--- src/rtl/fun_sweeper_if.sv ---
// Stimulus/response link between fun_sweeper and the fun gate under test.
interface fun_sweeper_if;
    logic a;
    logic b;
    logic c;
    logic y;

    modport master (
        output a,
        output b,
        output c,
        input  y
    );

    modport slave (
        input  a,
        input  b,
        input  c,
        output y
    );
endinterface

--- src/rtl/fun_sweeper.sv ---
// Exhaustive sweeper/checker for y = (a | b) & ~c.
// Define FUN_SWEEP_LOOP_EN for continuous sweeping with sticky results.
module fun_sweeper #(
    parameter int SETTLE_CYCLES = 2,
    parameter int HOLD_CYCLES   = 8
) (
    input  logic           clk,
    input  logic           rst_n,
    input  logic           start,
    fun_sweeper_if.master  fun,
    output logic           busy,
    output logic           done,
    output logic           pass,
    output logic [3:0]     err_cnt,
    output logic [7:0]     fail_mask,
    output logic [7:0]     led
);

    localparam int CW = 16;

    typedef enum logic [2:0] {
        IDLE,
        SETTLE,
        CHECK,
        HOLD,
        DONE
    } state_t;

    state_t        state;
    state_t        state_nx;
    logic [CW-1:0] cnt;
    logic [2:0]    idx;
    logic          clr;
    logic          chk;
    logic          nxt;
    logic          fin;
    logic          rewind;
    logic          exp_y;

    assign exp_y = (idx[2] | idx[1]) & ~idx[0];

    always_ff @(posedge clk or negedge rst_n) begin
        if (!rst_n) state <= IDLE;
        else        state <= state_nx;
    end

    always_comb begin
        state_nx = state;
        clr      = 1'b0;
        chk      = 1'b0;
        nxt      = 1'b0;
        fin      = 1'b0;
        rewind   = 1'b0;
        unique case (state)
            IDLE: begin
                if (start) begin
                    clr      = 1'b1;
                    state_nx = SETTLE;
                end
            end
            SETTLE: begin
                if (cnt == CW'(SETTLE_CYCLES - 1))
                    state_nx = CHECK;
            end
            CHECK: begin
                chk      = 1'b1;
                state_nx = HOLD;
            end
            HOLD: begin
                if (cnt == CW'(HOLD_CYCLES - 1)) begin
                    if (idx == 3'd7) begin
                        fin      = 1'b1;
                        state_nx = DONE;
                    end else begin
                        nxt      = 1'b1;
                        state_nx = SETTLE;
                    end
                end
            end
            DONE: begin
`ifdef FUN_SWEEP_LOOP_EN
                rewind   = 1'b1;
                state_nx = SETTLE;
`else
                state_nx = IDLE;
`endif
            end
            default: state_nx = IDLE;
        endcase
    end

    // Phase counter restarts on every state change.
    always_ff @(posedge clk or negedge rst_n) begin
        if (!rst_n)
            cnt <= '0;
        else if (state_nx != state)
            cnt <= '0;
        else if (state == SETTLE || state == HOLD)
            cnt <= cnt + 1'b1;
    end

    always_ff @(posedge clk or negedge rst_n) begin
        if (!rst_n) begin
            idx       <= '0;
            err_cnt   <= '0;
            fail_mask <= '0;
            pass      <= 1'b0;
        end else begin
            if (clr) begin
                idx       <= '0;
                err_cnt   <= '0;
                fail_mask <= '0;
                pass      <= 1'b0;
            end
            if (rewind)
                idx <= '0;
            if (nxt)
                idx <= idx + 1'b1;
            if (chk && (fun.y != exp_y)) begin
                fail_mask[idx] <= 1'b1;
                if (err_cnt != 4'hF)
                    err_cnt <= err_cnt + 1'b1;
            end
            // err_cnt is final here, vector 7 included.
            if (fin)
                pass <= (err_cnt == 4'h0);
        end
    end

    assign fun.a = idx[2];
    assign fun.b = idx[1];
    assign fun.c = idx[0];

    assign busy = (state == SETTLE) ||
                  (state == CHECK)  ||
                  (state == HOLD);
    assign done = (state == DONE);
    assign led  = busy ? (8'b1 << idx) : 8'h00;

endmodule

--- src/flat_wrapper.sv ---
// flat-port wrapper written by rule: the top's interface ports become plain ports
module fun_sweeper_flat 
#(
    parameter int SETTLE_CYCLES = 2,
    parameter int HOLD_CYCLES   = 8
)
  (clk, rst_n, start, busy, done, pass, err_cnt, fail_mask, led, fun_a, fun_b, fun_c, fun_y);
  fun_sweeper_if fun_i ();
  input  logic clk;
  input  logic rst_n;
  input  logic start;
  output logic busy;
  output logic done;
  output logic pass;
  output logic [3:0] err_cnt;
  output logic [7:0] fail_mask;
  output logic [7:0] led;
  output wire logic [$bits(fun_i.a)-1:0] fun_a;
  output wire logic [$bits(fun_i.b)-1:0] fun_b;
  output wire logic [$bits(fun_i.c)-1:0] fun_c;
  input wire logic [$bits(fun_i.y)-1:0] fun_y;
  assign fun_a = fun_i.a;
  assign fun_b = fun_i.b;
  assign fun_c = fun_i.c;
  assign fun_i.y = fun_y;
  fun_sweeper #(.SETTLE_CYCLES(SETTLE_CYCLES), .HOLD_CYCLES(HOLD_CYCLES)) u_core (.clk(clk), .rst_n(rst_n), .start(start), .fun(fun_i), .busy(busy), .done(done), .pass(pass), .err_cnt(err_cnt), .fail_mask(fail_mask), .led(led));
endmodule
--- config.mk ---
export PLATFORM = sky130hd
export DESIGN_NAME = fun_sweeper_flat
export DESIGN_NICKNAME = d
export VERILOG_FILES = /design/src/rtl/fun_sweeper_if.sv /design/src/rtl/fun_sweeper.sv /design/src/flat_wrapper.sv
export SDC_FILE = /design/constraint.sdc
export NUM_CORES = 1
export LEC_CHECK = 0
export ABC_CLOCK_PERIOD_IN_PS = 2500
export BUFFER_PORTS_ARGS = -buffer_cell sky130_fd_sc_hd__buf_2
export CORE_ASPECT_RATIO = 1.75
export CORE_MARGIN = 5
export CORE_UTILIZATION = 56
export DETAILED_ROUTE_END_ITERATION = 12
export HOLD_SLACK_MARGIN = 0.06
export PLACE_DENSITY = 0.88
export SYNTH_ARGS = -nofsm -noshare
export SYNTH_HDL_FRONTEND = slang
export SYNTH_SLANG_ARGS = --single-unit
export TNS_END_PERCENT = 5
--- constraint.sdc ---
create_clock -name clk -period 2.5 [get_ports clk]
set_clock_uncertainty 0.2 [all_clocks]
set_input_delay 0.125 -clock clk [delete_from_list [all_inputs] [get_ports clk]]
set_output_delay 0.125 -clock clk [all_outputs]
set_load 0.005 [all_outputs]
# Word level (Yosys, flattened, before mapping)
# Index checks and enable logic that the tools add are counted.
[op_classes]
addsub = 3
mul = 0
div_mod_pow = 0
n_lt_le_gt_ge = 2
eq_ne = 10
shift = 1
muxes = 28
bitwise_logic = 4
reduce_logical = 10
[op_table]
columns = ["cell", "count"]
rows = [
  ["16-bit two-way mux", 2],
  ["8-bit two-way mux", 3],
  ["3-bit two-way mux", 6],
  ["16-bit by 1-bit adder with 16-bit output, second input constant", 1],
  ["16-bit by 1-bit equality test with 1-bit output, second input constant", 1],
  ["16-bit by 3-bit equality test with 1-bit output, second input constant", 1],
  ["1-bit two-way mux", 12],
  ["4-bit two-way mux", 3],
  ["3-bit one-hot mux with 4 select lines", 1],
  ["8-bit OR", 1],
  ["1-bit by 3-bit << shifter with 8-bit output, first input constant", 1],
  ["3-bit by 2-bit equality test with 1-bit output, second input constant", 2],
  ["3-bit equality test, second input constant", 2],
  ["2-bit nonzero test", 3],
  ["4-bit by 1-bit adder with 4-bit output, second input constant", 1],
  ["4-bit zero test", 1],
  ["3-bit by 4-bit < comparator with 1-bit output, second input constant", 1],
  ["4-bit inequality test, second input constant", 1],
  ["3-bit by 1-bit adder with 3-bit output, second input constant", 1],
  ["1-bit demux with 3-bit select", 1],
  ["3-bit by 1-bit equality test with 1-bit output, second input constant", 1],
  ["3-bit by 1-bit greater-or-equal comparator with 1-bit output, second input constant", 1],
  ["3-bit zero test", 1],
  ["1-bit logical OR", 3],
  ["6 further kinds", 7],
]
[word_totals]
register_bits = 35
latchBits = 0
ram_bits = 0
romBits = 0
input_bits = 4
memories = 0

# Logic depth before layout (Yosys ltp)
[depth]
ltp_word = 6
depth_mapped = 6
ltp_nobuf = 6

# Worst setup path after synthesis
# Ideal clock, no wire load.
[synth_timing]
path_kind = "reg-to-reg"
startpoint = "reg u_core.cnt[3]"
endpoint = "reg u_core.idx[0]"
arrival_ns = 1.536
t_required_ns = 2.220
path_slack_ns = 0.684
path_stages_with_launch = 6
period_less_slack_ns = 1.816
cell_sequence = "dfrtp_1 -> buf_6 -> nor4_4 -> nand4_2 -> nor4_4 -> mux2i_1"
[synth_via]
elab_chain_len = 4
word_cells_on_any_way = 5
classes_between = "eq/ne (1); mux (3); reduce/logical (1)"
[synth_lines]
columns = ["element", "line_no", "source"]
rows = [
  ["start, declared", "fun_sweeper.sv:31", "logic [CW-1:0] cnt;"],
  ["start signal, assigned", "fun_sweeper.sv:99", "cnt <= cnt + 1'b1;"],
  ["16-bit by 3-bit equality test with 1-bit output (*)", "fun_sweeper.sv:70", "if (cnt == CW'(HOLD_CYCLES - 1)) begin"],
  ["1-bit two-way mux (*)", "fun_sweeper.sv:70", ""],
  ["1-bit two-way mux (*)", "fun_sweeper.sv:54", "unique case (state)"],
  ["3-bit two-way mux or 2-bit nonzero test (tied branches)", "-", ""],
  ["end signal, assigned", "fun_sweeper.sv:118", "idx <= idx + 1'b1;"],
  ["end, declared", "fun_sweeper.sv:32", "logic [2:0] idx;"],
]
# Every way passes the cells marked *; elsewhere a longest branch is shown, timed or not.
# A chain may end at the register's enable or synchronous reset.

# Worst setup path in the final report
[layout_timing]
startpoint = "reg u_core.cnt[3]"
endpoint = "reg u_core.pass"
[layout_via]
elab_chain_len = 4
word_cells_on_any_way = 5
classes_between = "eq/ne (1); mux (3); reduce/logical (1)"
[layout_lines]
columns = ["element", "line_no", "source"]
rows = [
  ["16-bit by 3-bit equality test with 1-bit output (*)", "fun_sweeper.sv:70", ""],
  ["1-bit two-way mux (*)", "fun_sweeper.sv:70", ""],
  ["1-bit two-way mux (*)", "fun_sweeper.sv:54", ""],
  ["1-bit two-way mux or 2-bit nonzero test (tied branches)", "-", ""],
  ["end signal, assigned", "fun_sweeper.sv:126", "pass <= (err_cnt == 4'h0);"],
  ["end, declared", "fun_sweeper.sv:13", "output logic pass,"],
]
# Marked as above.

==> flow_summary.json <==
{
  "outcome": "completed",
  "crit_path_max_incr_delay_ns": 0.48,
  "route.final.wire_length_um": 4270,
  "power.density_nw_per_um2": 790,
  "post_drt_wl_per_cell_um": 15.4,
  "cts.root.buffer_cell": "sky130_fd_sc_hd__clkbuf_8",
  "area_delta_synth_final_pct": 13.2,
  "netSwitchingFraction_pct": 38.0,
  "timing.hold.worst.class": "in2reg",
  "criticalPathCategory": "reg2reg",
  "yosysWarningCount": 0,
  "max-cap-violations": 0,
  "cts_max_level": 2,
  "synth-seq-cells": 35,
  "start_util_pct": 58.5,
  "totalNegativeSetupSlack_ns": 0,
  "cts_made_buffers": 5,
  "finalWorstPathRequiredPeriod_ns": 2.03,
  "timing_max_transition_violations_final": 0,
  "overflow": 0,
  "power.net_switching_mw": 0.681,
  "first_global_vias": 1578,
  "critPathArrivalTime_ns": 2.04,
  "post_synth_num_cell_types": 41,
  "gpl_wtd_cong": 0.858,
  "worst_slew_pin_slew_ns": 0.759,
  "diodes": 0,
  "cp_max_stage_cell": "sky130_fd_sc_hd__dfrtp_1",
  "clock_tree_from_tritoncts": "yes",
  "syn-mean-instance-area_um2": 9.94,
  "tritoncts_sink_count": 35,
  "clk_transition_reported_paths_ns": 0.08,
  "max_clock_freq_ghz": 0.494,
  "ys_dominant_reg_cell": "sky130_fd_sc_hd__dfrtp_1",
  "syn-num-nets": 216,
  "setup_viol": 0,
  "worst_path_dominant_cell_family": "simple AND/OR/NAND/NOR gates",
  "power_frac_seq_pct": 48.4,
  "ys_seq_area_share_pct": 43.6,
  "post_synth_arst_share_pct": 100,
  "die_width_um": 55.3,
  "worst-path-max-fanout": 6,
  "finalCritPeriodShare_pct": 81.0,
  "placementRows": 28,
  "synth_edf_count": 0,
  "power.total_mw": 1.79,
  "static-leakage-power_nw": 1.09,
  "timing.critical_path.cells": "nor4_4, nand4_1, nor4_2, mux2i_1",
  "finalNetCount": 246,
  "critical_path.endpoint_type": "register",
  "p_int_mw": 1.11,
  "grt_util_all_layers_pct": 18.6,
  "p_comb_share_pct": 29.1,
  "drc": 0,
  "detailedRoute.firstIterationViolations": 32,
  "max-slew-margin-rel_pct": 49.4,
  "route.detailed.vias_per_inst": 5.73,
  "clkLatencyLatePin_ns": 0.29,
  "dr_total_vias": 1592,
  "fp.dieArea_um2": 4930,
  "holdWs_ns": 0.121,
  "io_pins": 30,
  "drt.antenna.violating_nets": 0,
  "crit_required_ns": 2.51,
  "grt_pass1_wl_um": 7180,
  "largest_net_degree_at_the_start_of_global_routing": 36,
  "share_of_post_route_cells_with_drive_strength_above_1_pct": 19.3,
  "io_buffer_count": 29,
  "timing.final.hold_violations": 0,
  "synthesis.instances": 202,
  "coreArea_um2": 3430,
  "setup_repair_after_global_routing_missed_its_margin": "no",
  "grt_antenna_before_repair": 0,
  "setup.worst_path.start_class": "register",
  "buffering_stage_count_on_the_worst_path_with_inverters_included": 0,
  "clockBufferDepth": 2,
  "peakVddDrop_mv": 0.592,
  "netlist_area_um2": 2010,
  "dp.final_hpwl_um": 3120,
  "dieHeight_um": 89.2,
  "power.share.clock_pct": 22.4,
  "drt_pre_antenna_iters": 4
}
## Yosys cell counts (all sizes together) (4+ instances only)
library cell,instances,area share (%)
a22o,6,2.6
and3,7,2.2
buf,5,1.7
dfrtp,35,44
ha,10,6.2
inv,11,2.1
mux2i,8,4.0
nand2,16,3.0
nand3,5,1.2
nand4,8,3.1
nor2,23,4.3
nor3,6,1.5
nor4,9,5.4
o21ai,8,2.0
o21bai,4,1.7
xnor2,9,3.9
xor2,4,1.7
## layout by cell type (no fill, tap or decap), drive strengths merged, types with 2 or more instances in the layout
cell type     n
dfrtp        35
buf          29
nor2         23
nand2        16
inv          11
ha           10
xnor2         9
nor4          9
mux2i         8
o21ai         8
nand4         8
and3          7
nor3          6
a22o          6
nand3         5
clkbuf        5
xor2          4
o21bai        4
a21oi         3
nand2b        3
a21o          2
a32o          2
and2          2
or3           2
clkinvlp      2
dlygate4sd3   2
## final cells by class
type	count	area (um2)
timing repair buffer	31	165
tap	45	56.3
clock buffer	5	68.8
multi-input combinational	148	1040
inverter	11	41.3
sequential	35	876
fill	291	1160
clock inverter	3	20.0
## what timing repair did
item,4_1_cts,5_1_grt
endpoints found under the hold margin,37,0
hold buffers,2,0
setup buffers,0,0
setup endpoints to repair,0,0
resized for setup,0,0
## power groups by stage
| stage | Combinational, mW | Clock [mW] | Sequential (mW) |
|---|---|---|---|
| floorplan | 0.435 | 0 | 0.807 |
| CTS | 0.533 | 0.414 | 0.868 |
| finish | 0.523 | 0.403 | 0.869 |
| detailed placement | 0.526 | 0 | 0.874 |
| global route | 0.600 | 0.440 | 0.900 |
| global placement | 0.513 | 0 | 0.870 |
## cell families (layout without fill, tap and decap cells)
group | Yosys count | count (layout) | share of synthesized area (%)
buffers and inverters | 19 | 50 | 4.30
AOI/OAI and AO/OA | 32 | 32 | 11.7
muxes | 8 | 8 | 3.99
and+or+nand+nor | 85 | 85 | 24.5
adders and majority gates | 10 | 10 | 6.23
xor gates and xnor gates | 13 | 13 | 5.67
DFF | 35 | 35 | 43.6
## registers in the layout, summed over array words and instances (netlist names)
| register | cells |
|---|---|
| u_core.fail_mask | 8 |
| u_core.state | 3 |
| u_core.idx | 3 |
| u_core.err_cnt | 4 |
| u_core.pass | 1 |
| u_core.cnt | 16 |
## worst paths after layout
kind                                               startpoint                       endpoint  slack, ns  cells past startpoint
worst min-delay path                                    fun_y  u_core.fail_mask[5]$_DFF_PN0_       0.12                      4
min in group asynchronous                               rst_n      u_core.cnt[1]$_DFFE_PN0P_       0.24                      2
worst max register to register      u_core.cnt[3]$_DFFE_PN0P_        u_core.pass$_DFFE_PN0P_       0.47                      4
worst min register to register  u_core.fail_mask[6]$_DFF_PN0_  u_core.fail_mask[6]$_DFF_PN0_       0.30                      1
max in group asynchronous                               rst_n      u_core.cnt[4]$_DFFE_PN0P_       1.37                      2
worst max-delay path                u_core.cnt[3]$_DFFE_PN0P_        u_core.pass$_DFFE_PN0P_       0.47                      4
## per-stage QoR
step | instances | setup slack [ns] | util [%] | area (um2)
after CTS | 278 | 0.479 | 66.2 | 2270
after detailed placement | 268 | 0.506 | 63.0 | 2160
after global routing | 278 | 0.388 | 66.2 | 2270
final | 278 | 0.475 | 66.2 | 2270
after global placement | 268 | 0.527 | 63.0 | 2160
after floorplan | 202 | 0.684 | - | 2010
## worst reg2reg max path, delay by kind of cell (launching register included)
family           cells  cell delay, ns
flip-flops           1            0.48
multiplexers         1            0.24
AND/OR/NAND/NOR      3            1.05
## layer usage
metal | up-vias | share of wire, % | global-route usage (%)
met4 | 0 | 2.9 | 10.4
li1 | 772 | - | -
met3 | 10 | 4.1 | 3.47
met5 | - | 0 | 0
met2 | 42 | 54 | 34.3
met1 | 768 | 39 | 20.0
(Power assumes the default switching activity.)
